==> config.mk <==
export PLATFORM = sky130hd
export DESIGN_NAME = rc_adder_seq_ctrl
export DESIGN_NICKNAME = d
export VERILOG_FILES = /design/src/rtl/rc_pkg.sv /design/src/rtl/rc_adder_w_cin.sv /design/src/rtl/rc_adder_seq_ctrl.sv
export SDC_FILE = /design/constraint.sdc
export NUM_CORES = 1
export LEC_CHECK = 0
export ABC_AREA = 1
export BUFFER_PORTS_ARGS = -buffer_cell sky130_fd_sc_hd__buf_4
export CORE_MARGIN = 2
export CORE_UTILIZATION = 45
export DETAILED_ROUTE_END_ITERATION = 10
export PLACE_DENSITY = 0.77
export SKIP_LAST_GASP = 1
export SLEW_MARGIN = 20
export SYNTH_ARGS = -nofsm -noshare
export SYNTH_HDL_FRONTEND = slang
export SYNTH_SLANG_ARGS = --single-unit
==> constraint.sdc <==
create_clock -name clk_i -period 2.72 [get_ports clk_i]
set_input_delay 0.408 -clock clk_i [delete_from_list [all_inputs] [get_ports clk_i]]
set_output_delay 0.408 -clock clk_i [all_outputs]
set_load 0.05 [all_outputs]
==> src/rtl/rc_pkg.sv <==
// ============================================================================
// Module  : rc_pkg
// Brief   : Shared FSM encoding and index-width helper for rc_adder_seq_ctrl.
// Revision: 1.0
// ============================================================================
`default_nettype none

package rc_pkg;

    typedef enum logic [1:0] {
        IDLE = 2'd0,
        RUN  = 2'd1,
        DONE = 2'd2
    } state_e;

    // Chunk index width: a single-chunk sequencer still needs a 1-bit counter.
    function automatic int idx_width(input int n);
        return (n <= 1) ? 1 : $clog2(n);
    endfunction

endpackage

`default_nettype wire

==> src/rtl/rc_adder_w_cin.sv <==
// ============================================================================
// Module  : rc_adder_w_cin
// Brief   : Width-bit ripple-carry adder slice with carry-in and carry-out.
// Revision: 1.0
// ============================================================================
`default_nettype none

module rc_adder_w_cin #(
    parameter int Width = 4
) (
    input  logic [Width-1:0] a_i,
    input  logic [Width-1:0] b_i,
    input  logic             c_i,
    output logic [Width-1:0] s_o,
    output logic             c_o
);

    logic [Width:0] w_carry;

    assign w_carry[0] = c_i;

    for (genvar i = 0; i < Width; i++) begin : g_bit
        assign s_o[i]         = a_i[i] ^ b_i[i] ^ w_carry[i];
        assign w_carry[i + 1] = (a_i[i] & b_i[i]) | (w_carry[i] & (a_i[i] ^ b_i[i]));
    end

    assign c_o = w_carry[Width];

endmodule

`default_nettype wire

==> src/rtl/rc_adder_seq_ctrl.sv <==
// ============================================================================
// Module  : rc_adder_seq_ctrl
// Brief   : Multi-cycle wide adder reusing one Width-bit slice, LSB chunk first.
//           Optional subtract mode enabled by macro RC_SEQ_SUB_EN.
// Revision: 1.0
// ============================================================================
`default_nettype none

module rc_adder_seq_ctrl
    import rc_pkg::*;
#(
    parameter int Width  = 4,
    parameter int Chunks = 4,
    localparam int OpW   = Width * Chunks
) (
    input  logic           clk_i,
    input  logic           rst_ni,
    input  logic           valid_i,
    output logic           ready_o,
    input  logic [OpW-1:0] a_i,
    input  logic [OpW-1:0] b_i,
    input  logic           carry_i,
`ifdef RC_SEQ_SUB_EN
    input  logic           sub_i,
`endif
    output logic           valid_o,
    input  logic           ready_i,
    output logic [OpW-1:0] result_o,
    output logic           carry_o
);

    localparam int                IdxW    = idx_width(Chunks);
    localparam logic [IdxW-1:0]   LastIdx = IdxW'(Chunks - 1);

    state_e                         state_q;
    logic [IdxW-1:0]                idx_q;
    logic [IdxW-1:0]                idx_d;
    logic [Chunks-1:0][Width-1:0]   a_q;
    logic [Chunks-1:0][Width-1:0]   b_q;
    logic [Chunks-1:0][Width-1:0]   res_q;
    logic                           carry_q;
    logic                           carry_out_q;
    logic                           valid_q;
    logic                           ready_q;

    logic [Width-1:0]               w_a_chunk;
    logic [Width-1:0]               w_b_chunk;
    logic [Width-1:0]               w_sum;
    logic                           w_cout;
    logic                           w_cin_accept;

`ifdef RC_SEQ_SUB_EN
    logic                           sub_q;

    // Subtraction is a + ~b + 1; the +1 enters as the chunk-0 carry.
    assign w_b_chunk    = sub_q ? ~b_q[idx_q] : b_q[idx_q];
    assign w_cin_accept = sub_i ? 1'b1 : carry_i;
`else
    assign w_b_chunk    = b_q[idx_q];
    assign w_cin_accept = carry_i;
`endif

    assign w_a_chunk = a_q[idx_q];
    assign idx_d     = idx_q + IdxW'(1);

    rc_adder_w_cin #(
        .Width (Width)
    ) u_slice (
        .a_i (w_a_chunk),
        .b_i (w_b_chunk),
        .c_i (carry_q),
        .s_o (w_sum),
        .c_o (w_cout)
    );

    always_ff @(posedge clk_i or negedge rst_ni) begin
        if (!rst_ni) begin
            state_q     <= IDLE;
            idx_q       <= '0;
            a_q         <= '0;
            b_q         <= '0;
            res_q       <= '0;
            carry_q     <= 1'b0;
            carry_out_q <= 1'b0;
            valid_q     <= 1'b0;
            ready_q     <= 1'b1;
`ifdef RC_SEQ_SUB_EN
            sub_q       <= 1'b0;
`endif
        end else begin
            case (state_q)
                IDLE: begin
                    if (valid_i) begin
                        a_q     <= a_i;
                        b_q     <= b_i;
                        carry_q <= w_cin_accept;
`ifdef RC_SEQ_SUB_EN
                        sub_q   <= sub_i;
`endif
                        idx_q   <= '0;
                        ready_q <= 1'b0;
                        state_q <= RUN;
                    end
                end
                RUN: begin
                    res_q[idx_q] <= w_sum;
                    carry_q      <= w_cout;
                    // Index parks at 0 after the last chunk so it never walks past Chunks-1.
                    if (idx_q == LastIdx) begin
                        idx_q       <= '0;
                        carry_out_q <= w_cout;
                        valid_q     <= 1'b1;
                        state_q     <= DONE;
                    end else begin
                        idx_q <= idx_d;
                    end
                end
                DONE: begin
                    if (ready_i) begin
                        valid_q <= 1'b0;
                        ready_q <= 1'b1;
                        state_q <= IDLE;
                    end
                end
                default: begin
                    idx_q   <= '0;
                    valid_q <= 1'b0;
                    ready_q <= 1'b1;
                    state_q <= IDLE;
                end
            endcase
        end
    end

    assign ready_o  = ready_q;
    assign valid_o  = valid_q;
    assign result_o = res_q;
    assign carry_o  = carry_out_q;

endmodule

`default_nettype wire

==> results list, run 1 <==
- Run status: finished clean
- Sort of element at the start of the critical path: flip-flop
- Number of design-rule violations left by the first detailed-router iteration: 89
- The synthesized netlist contains 26 unique library cells.
* Final HPWL from detailed placement: 3.82 mm
- Derived from the worst setup path, the maximum achievable clock frequency is 378 MHz.
- The first global-routing pass estimated 8.91 mm of wire.
- Of all nets on the critical path, the largest fanout is 5.
- Placed inst area: 0.00307 mm²
- The cell count after synthesis came out at 299.
- No sink is reached through more buffers than the 2 on the longest clock path.
- In this run the core area contains 27 standard-cell rows.
- Detailed routing inserted a total of 1994 vias.
* Cell taking the most area after synthesis: dfrtp_1
- Number of clock buffers inserted by TritonCTS: 5
- Routability Congestion: 0.800
- # setup viols final: 0
- The tool flagged a number of max-cap violations equal to 0.
- Max transition margin: 0.544
- Source of the critical timing path: idx_q[0]
- Width of the die: between 80 and 90 µm
- Sorting the synthesized cells by area gives the leading types as dfrtp_1 (52%), nand2_1 (12%), o21ai_0 (7.9%), inv_1 (6.0%), fa_1 (3.0%).
- Clock transition at the register clock pins on the worst setup and hold paths after CTS: 0.10 ns
- For the pin with the worst max-slew slack, the measured transition is 0.683 ns.
- Yosys printed 0 warnings.
* Maximum number of pins on one net before global-route repair: 68
- CTS tree: done
- The later pin in the worst-skew pair is clocked with a latency of about 0.31 ns.
* Depth of the CTS H-tree: 2
- In this run the worst hold path is classified as in2async.
- The setup check on the worst reg-to-reg path leaves a slack of between 0.07 and 0.08 ns.
- Dividing the detail-routed via count by the number of cells gives ~4.7.
- Pleak: 1.68 nW
- Netlist Area Pre-Place: 0.00265 mm²
* Summed negative setup slack over all endpoints: 0 ns
- The worst register-to-register path has a depth of 13.
* Top cell type's share of synthesized area: 0.520
* Final Power: 0.00434 W
* Part of the Yosys area used for sequential elements: 0.530
- The final layout contains 399 nets.
- Crit path time final: 2.64 ns
- In the finished design, the share of the clock period the worst path needs comes to 0.971.
- The number of endpoints with negative hold slack in the final report came to 0.
- For this configuration, the core starts out at a cell density of 0.472.
- Worst EP required: 2.96 ns
- In the global route stage, overall resource usage came out at 0.177.
- 0 antenna diodes ended up in the layout.
- Clock root cell: clkbuf_8
* Die area: approximately 0.0065 mm²
- The number of max-slew violations in the final report is 0.
- Num ports: 56
* Total iterations of the first detailed-routing run: 4
* Final worst hold slack: 0.129 ns
- Core area: 0.00561 mm²
* Chip Height: 80.7 µm
- Port buffer count: 55
- Initial antenna violation count: 0
- For this run the aggregate overflow at the end of global routing stands at 0.
- The number of global-route vias before repair came to 1977.
- Final cell area excluding filler cells: 0.00319 mm²
- P&R area growth vs syn: 20.7%
* Number of antenna-violating nets in the routed design: 0
- Type of destination of the critical path: flip-flop
- Routed WL: roughly 5.2 mm
- Synthesis produced a netlist with a net count of 344.
* Final design utilization: 0.569
* Fraction of final layout cells with drive strength greater than 1: 0.262
- Power density normalized to cell area: 1360 mW/mm²
* Per-instance average area after synthesis: 8.85 µm²
- Terminus of the critical flop-to-flop path: result_o[7]
- In the routed design, unresolved DRC markers number 0.
* Count of state elements after synthesis: 56
- CTS Sinks: 56
- The critical path in this run is classified as reg2reg.
- IR analysis of the VDD net gives a maximum drop of 618 µV.
- Startpoint of the most critical register-to-register path: idx_q[0]
* Routed len/inst: 12.3 µm
* Skew final: 0.00724 ns
- Data arrives at the worst endpoint at about 2.9 ns.
placed cells by master, fill, tap and decap left out, types with 4 or more instances in the layout:
cell type | Yosys | routed
inv_1 | 42 | 39
clkbuf_8 | 0 | 5
inv_2 | 3 | 5
fa_2 | 0 | 4
o211ai_1 | 4 | 4
dfrtp_1 | 55 | 54
nand3_1 | 9 | 9
o21ai_0 | 42 | 39
buf_4 | 1 | 59
nand2_1 | 87 | 87
o21ai_2 | 9 | 10
o21ai_1 | 4 | 6
nor2_1 | 13 | 13
ha_1 | 4 | 4
power by group:
part | leakage (nW) | internal [W] | switching, W
Clock | 0.0414 | 0.000184 | 0.000264
Sequential | 0.688 | 0.00124 | 0.000263
Combinational | 0.954 | 0.000824 | 0.00158
Total | 1.68 | 0.00224 | 0.00210
stage by stage:
| stage | std cells | worst slack (ns) |
|---|---|---|
| after floorplan | 299 | 0.0663 |
| after detailed placement | 417 | -0.0424 |
| after global routing | 427 | -0.0807 |
| after global placement | 417 | 0.116 |
| final | 427 | 0.0778 |
| after CTS | 425 | 0.0135 |
kinds of logic (layout without fill, tap and decap cells):
logic type,after synthesis,count (layout),share of synthesized area
AO/OA/AOI/OAI,64,64,0.140
buffers and inverters,57,113,0.102
flip-flops,56,56,0.530
adder cells (fa/ha/maj),8,8,0.0492
AND/OR/NAND/NOR,114,114,0.179
synth_stat cells:
cell type   n
buf_2       3
inv_2       3
ha_1        4
nand2_1    87
fa_1        4
clkbuf_1    3
buf_6       2
buf_4       1
a21oi_1     3
nand2_4     1
o21ai_1     4
o21ai_2     9
inv_1      42
buf_1       1
nand3_4     1
a21oi_2     1
o211ai_1    4
nand3b_1    2
dfstp_2     1
o21ai_0    42
dfrtp_1    55
o21bai_1    1
nand3_1     9
buf_12      2
nand3_2     1
nor2_1     13
area by class of cell:
cell class / instances / area, µm²
Clock buffer: 6 / 72.6
Clock inverter: 2 / 16.3
Fill cell: 544 / 2410
Inverter: 45 / 171
Multi-Input combinational cell: 186 / 988
Sequential cell: 56 / 1400
Tap cell: 72 / 90.1
Timing Repair Buffer: 59 / 443
Timing Repair inverter: 1 / 7.51
critical path: stages (launching register included):
cell     delay (ns)
dfrtp_2        0.46
inv_4          0.06
nor2_1         0.09
nor2_1         0.05
o21ai_0        0.12
nand2_1        0.13
fa_2           0.38
inv_2          0.06
fa_2           0.17
inv_1          0.05
fa_2           0.33
inv_2          0.07
fa_2           0.47
o21ai_1        0.14
per-layer routing:
| layer | part of all wire | routed length, µm | track usage |
|---|---|---|---|
| met5 | 0 | 0 | 0 |
| met4 | 0.011 | 57 | 0.0458 |
| met2 | 0.47 | 2480 | 0.282 |
| met3 | 0.055 | 287 | 0.0382 |
| met1 | 0.46 | 2400 | 0.246 |
registers in the layout (all words and copies together) (netlist names):
signal    flops
a_q          16
valid_o       1
ready_o       1
idx_q         2
result_o     16
state_q       2
carry_o       1
b_q          16
carry_q       1
worst max-delay path by stage:
stage	endpoint	slack [ns]	cells after the start
floorplan	result_o[11]	0.07	14
detailed placement	result_o[3]	-0.04	12
global route	result_o[3]	-0.08	13
global placement	result_o[3]	0.12	12
finish	result_o[7]	0.08	13
CTS	result_o[3]	0.01	12
timing repair:
item | in CTS | in global routing
resized for setup | 1 | 12
hold buffers | 0 | 0
cloned | 0 | 1
setup endpoints to repair | 4 | 5
setup buffers | 0 | 1
pin swaps | 0 | 8
Note: power is estimated with default switching activity, not from simulation.
==> run 2: changes to the inputs <==
- CORE_UTILIZATION: 45 -> 40
- PLACE_DENSITY: 0.77 -> 0.71
==> results list, run 2 (synthesized netlist as in run 1, its figures left out) <==
- Leaving out fill and tap cells, the most frequent cell in the layout is nand2_1.
- Pleak: 1.71 nW (+1.3%)
- The weighted congestion at the end of routability-driven global placement was 0.815 (+1.8%).
- The run finished with clean final reports.
- The post-route standard cell area excluding fillers was 0.00321 mm² (+0.63%).
- Reg2reg setup slack: 0.12 ns (+0.04 ns)
* Initial Utilization: 0.414 (-0.0575)
- Number of clock buffers inserted by TritonCTS: 5 (unchanged)
- Power density normalized to cell area: 1370 mW/mm² (+0.56%)
* Type of destination of the critical path: flip-flop
- Unrepaired setup endpoints after global routing: true
- Clock root cell: clkbuf_8
- The number of vias per cell came to 4.64 (-0.65%).
- GRT Resource Usage Total: 0.150 (-0.0270)
- The maximum number of pins on one net before global-route repair was 68 (unchanged).
- Sort of element at the start of the critical path: flip-flop
- The worst slack at placement is 0.00123 ns (+0.0437 ns).
- Initial antenna violation count: 0 (unchanged)
- The number of global-route vias before repair is 1993 (+0.81%).
- The period utilization came to 0.956 (-0.0158).
* Startpoint of the most critical register-to-register path: idx_q[0]
- Worst VDD drop: 782 µV (+27%)
- The clock slew at the register clock pins of the worst setup and hold paths is 0.09 ns (about the same).
- Most frequent cells in the layout: nand2_1 (87), buf_4 (57), dfrtp_1 (55), inv_1 (41), o21ai_0 (38)
- Number of hold buffers added after cts: 0 (unchanged)
- First-pass GRT wire length: 8.78 mm (-1.5%)
- Die area: 0.00728 mm² (+12%)
- Min-delay worst type: in2async
- Worst EP required: 2.95 ns (about the same)
* Setup Buffers After CTS: 0 (unchanged)
- The worst setup path is of the reg2reg kind.
- Count of endpoints failing hold in the final timing report: 0 (unchanged)
- The total DRC errors in the routed layout was 0 (unchanged).
- The depth of the worst register-to-register path is 11 (-2).
- Congestion Overflow GR: 0 (unchanged)
- Max Fclk: 385 MHz (+1.6%)
- Placed inst area: 0.00308 mm² (+0.20%)
* Width of the die: 85.3 µm (+5.8%)
- The placed wire-length estimate after detailed placement is 3.72 mm (-2.5%).
- Final worst hold slack: 0.140 ns (+0.0108 ns)
- Clock buffer depth: 2 (unchanged)
- P&R area growth vs syn: 21.4%
* Depth of the CTS H-tree: 2 (unchanged)
- Port buffer count: 55 (unchanged)
- The worst clock skew was 0.00520 ns (-0.00204 ns).
- The CTS sink count was 56 (unchanged).
* Routed len/inst: 11.8 µm (-3.6%)
- Num ports: 56 (unchanged)
* Max cap viols: 0 (unchanged)
- Max transition margin: 0.539 (-0.00516)
* # setup viols final: 0 (unchanged)
* Number of design-rule violations left by the first detailed-router iteration: 114 (+28%)
* Routed WL: 5.08 mm (-2.9%)
* Terminus of the critical flop-to-flop path: result_o[7]
- Fraction of final layout cells with drive strength greater than 1: 0.241 (-0.0212)
- Clock latency at the later pin of the worst-skew pair: 0.30 ns (about the same)
- The number of rows created at floorplan came to 29 (+7.4%).
- Worst Path Arrival: 2.83 ns (-0.06 ns)
* Actual transition at the worst max-transition pin: 0.691 ns (+0.00774 ns)
- The via count was 1995 (+0.050%).
* Core area: 0.00639 mm² (+14%)
- TritonCTS built the clock tree.
* Final-report max-slew violation count: 0 (unchanged)
- The layout net count was 397 (-0.50%).
* Worst-case setup margin in the final layout: 0.121 ns (+0.0428 ns)
- Crit-path max FO: 14 (+9)
- Chip Height: 85.3 µm (+5.8%)
- Total iterations of the first detailed-routing run: 4 (unchanged)
- Crit path time final: 2.60 ns (-0.0428 ns)
- Number of antenna-violating nets in the routed design: 0 (unchanged)
- Count of inserted antenna diode cells: 0 (unchanged)
## run 2: changes by cell type in the layout (fill, tap and decap cells not counted), moves of 2 or more
cell,previous run,this run
fa_2,4,1
buf_4,59,57
clkbuf_8,5,7
inv_2,5,3
inv_1,39,41
clkinvlp_4,2,0
o21ai_1,6,8
fa_1,0,3
## run 2: worst max-delay path: stages, from the launching register on
cell	delay, ns
dfrtp_1	0.43
buf_6	0.17
o21ai_0	0.17
nand2_1	0.09
fa_1	0.36
inv_1	0.07
fa_1	0.16
inv_1	0.05
fa_1	0.36
inv_1	0.08
fa_2	0.46
o21ai_1	0.15
## run 2: repair_timing
item                                    in CTS  in global routing
endpoints found under the setup margin       3                  4
resized for setup                            1                  7
endpoints found under the hold margin        0                  0
cloned                                       0                  0
## run 2: worst max path at each step
stage               slack, ns           end     start  depth (start not counted)
floorplan                0.07  result_o[11]  idx_q[0]                         14
global placement         0.09   result_o[3]  idx_q[0]                         12
detailed placement      0.001   result_o[7]  idx_q[0]                         12
CTS                      0.04   result_o[7]  idx_q[0]                         11
global route           -0.001  result_o[11]  idx_q[0]                         11
finish                   0.12   result_o[7]  idx_q[0]                         11
## run 2: metal layers
layer | up-vias | wire [µm] | track usage
li1 | 1039 | - | -
met1 | 911 | 2410 | 0.198
met2 | 40 | 2350 | 0.241
met3 | 5 | 258 | 0.0379
met4 | 0 | 61 | 0.0476
met5 | - | 0 | 0
## run 2: through the flow
stage / setup TNS (ns) / cells / utilization / total power (W)
finish: 0 / 430 / 0.503 / 0.00440
global route: -0.00123 / 430 / 0.503 / 0.00480
CTS: 0 / 430 / 0.502 / 0.00440
detailed placement: 0 / 422 / 0.482 / 0.00381
global placement: 0 / 422 / 0.482 / 0.00376
floorplan: 0 / 299 / - / 0.00319
## run 2: area by class of cell
cell class	count	area (µm²)
fill	621	3170
timing repair buffer	58	439
clock inverter	1	30.0
tap	77	96.3
clock buffer	7	96.3
multi-input combinational	186	977
sequential	56	1400
inverter	45	171
## run 2: power by group
part	total, W	switching [W]	internal [W]
registers	0.00148	0.000245	0.00123
clock network	0.000576	0.000251	0.000325
logic	0.00234	0.00156	0.000783
==> run 3: changes to the inputs <==
- MAX_ROUTING_LAYER: default -> met4
==> results list, run 3 (synthesized netlist as in run 1, its figures left out) <==
- The flow ran to the end, and the final reports show no timing, DRC or antenna violations.
- The routed wirelength normalized by instance count is 11.8 µm (+0.12%).
- The growth of design area from synthesis to finish was 21.4% (unchanged).
- Die area: 0.00728 mm² (unchanged)
- Max Fclk: 385 MHz (about the same)
- The count of max-cap constraint violations is 0 (unchanged).
- The I/O pin count was 56 (unchanged).
- Clock buffer depth: 2 (unchanged)
- The worst max-slew margin expressed relative to the limit came to 0.539 (about the same).
- Reg2reg setup slack: 0.12 ns (about the same)
- CTS Sinks: 56 (unchanged)
- The number of global-route vias before repair was 1999 (+0.30%).
- The total DRC errors in the routed layout was 0 (unchanged).
- The later-pin clock latency in the skew report was 0.30 ns (about the same).
* Area used by multi-input combinational logic: 977 µm² (unchanged)
- Clock root cell: clkbuf_8
- The global-route wire length before repair is 8.77 mm (about the same).
- The period utilization came to 0.956 (about the same).
- Final net count: 397 (unchanged)
* Initial Utilization: 0.414 (unchanged)
* Count of inserted antenna diode cells: 0 (unchanged)
- The measured slew at the worst slew-check pin was 0.692 ns (+0.000317 ns).
- Sort of element at the start of the critical path: flip-flop
- The final setup violation count is 0 (unchanged).
- The peak ir drop on the vdd network was 782 µV (about the same).
* Number of design-rule violations left by the first detailed-router iteration: 114 (unchanged)
- Final-report max-slew violation count: 0 (unchanged)
* Terminus of the critical flop-to-flop path: result_o[7]
- The via count came to 1999 (+0.20%).
* Skew final: 0.00415 ns (-0.00105 ns)
- The count of hold buffers inserted by post-cts repair was 0 (unchanged).
- Via count normalized by instance count: 4.65 (+0.20%)
- CTS tree: done
- The depth of the CTS H-tree came to 2 (unchanged).
- Total iterations of the first detailed-routing run: 4 (unchanged)
- Min-delay worst type: in2async
- The ratio of cells with drive above 1 in the final layout was 0.241 (unchanged).
- Setup Buffers After CTS: 0 (unchanged)
* Count of filler cells inserted in the layout: 621 (unchanged)
* Placed insts: 422 (unchanged)
- Number of clock buffers inserted by TritonCTS: 5 (unchanged)
- The placed wire-length estimate after detailed placement was 3.72 mm (unchanged).
* Crit path time final: 2.60 ns (-0.000162 ns)
- Commonest non-fill, non-tap cell in the layout: nand2_1
* Count of endpoints failing hold in the final timing report: 0 (unchanged)
- STA classifies the critical path endpoint as a flip-flop.
- Setup CP Type: reg2reg
- Maximum number of pins on one net before global-route repair: 68 (unchanged)
- Number of antenna-violating nets in the routed design: 0 (unchanged)
* Power density normalized to cell area: 1370 mW/mm² (about the same)
* Width of the die: 85.3 µm (unchanged)
* Final worst hold slack: 0.139 ns (-0.000130 ns)
* Startpoint of the most critical register-to-register path: idx_q[0]
- The sum of overflow across all layers after global routing came to 0 (unchanged).
- The post-route standard cell area excluding fillers came to 0.00321 mm² (unchanged).
- Worst EP required: 2.96 ns (about the same)
- Worst Path Arrival: 2.83 ns (about the same)
- Port buffer count: 55 (unchanged)
* Pleak: 1.71 nW (unchanged)
* Clock transition at the register clock pins on the worst setup and hold paths after CTS: 0.09 ns (about the same)
- The initial antenna violation count is 0 (unchanged).
* Chip Height: 85.3 µm (unchanged)
- The aggregate global-route resource usage is 0.154 (+0.00453).
* Unrepaired setup endpoints after global routing: true
- The area taken by flip-flops and latches came to 0.00140 mm² (unchanged).
- Crit-path max FO: 14 (unchanged)
* Core area: 0.00639 mm² (unchanged)
* Final design utilization: 0.503 (unchanged)
* Final cell count without fillers: 430 (unchanged)
- Routability Congestion: 0.827 (+1.5%)
* Final Power: 0.00440 W (about the same)
- Depth of the worst register-to-register path: 11 (unchanged)
- The number of rows created at floorplan is 29 (unchanged).
- Most frequent cells in the layout: nand2_1 (87), buf_4 (57), dfrtp_1 (55), inv_1 (41), o21ai_0 (38)
- Placed inst area: 0.00308 mm² (unchanged)
* Routed WL: 5.08 mm (+0.12%)
## run 3: cell counts in the layout (fill, tap and decap cells not counted)
No cell type changed its count.
## run 3: repair_timing
action	CTS	global route
pin swaps	0	0
gates resized for setup	1	7
setup endpoints to repair	3	4
## run 3: worst max-delay path by stage
stage | start | end | slack (ns) | cells past startpoint
2_1_floorplan | idx_q[0] | result_o[11] | 0.07 | 14
3_3_place_gp | idx_q[0] | result_o[3] | 0.09 | 12
3_5_place_dp | idx_q[0] | result_o[7] | 0.001 | 12
4_1_cts | idx_q[0] | result_o[7] | 0.04 | 11
5_1_grt | idx_q[0] | result_o[11] | -0.001 | 11
6_report | idx_q[0] | result_o[7] | 0.12 | 11
## run 3: final cells by class
| cell class | count | area share |
|---|---|---|
| sequential | 56 | 0.437 |
| clock inverter | 1 | 0.00935 |
| clock buffer | 7 | 0.0300 |
| timing repair buffer | 58 | 0.137 |
| multi-input combinational | 186 | 0.304 |
| inverter | 45 | 0.0533 |
| tap | 77 | 0.0300 |
## run 3: report_power, final
part	switching [W]	internal [W]	leakage, nW
sequential	0.000245	0.00123	0.689
combinational	0.00156	0.000783	0.952
clock	0.000252	0.000325	0.0645
total	0.00206	0.00234	1.71
## run 3: per-layer routing
layer	vias to the layer above	wire, µm	global-route usage
met1	913	2410	0.200
met3	5	262	0.0370
met5	-	0	-
met2	42	2360	0.241
met4	0	57	0.0476
li1	1039	-	-
## run 3: through the flow
stage	worst slack (ns)	setup TNS, ns
2_1_floorplan	0.0663	0
3_3_place_gp	0.0909	0
3_5_place_dp	0.00123	0
4_1_cts	0.0357	0
5_1_grt	-0.00123	-0.00123
6_report	0.121	0
## run 3: worst max-delay path: stages (launching register included)
cell and delay [ns]:
dfrtp_1 0.43, buf_6 0.17, o21ai_0 0.17, nand2_1 0.09, fa_1 0.36, inv_1 0.07
fa_1 0.16, inv_1 0.05, fa_1 0.36, inv_1 0.08, fa_2 0.46, o21ai_1 0.15
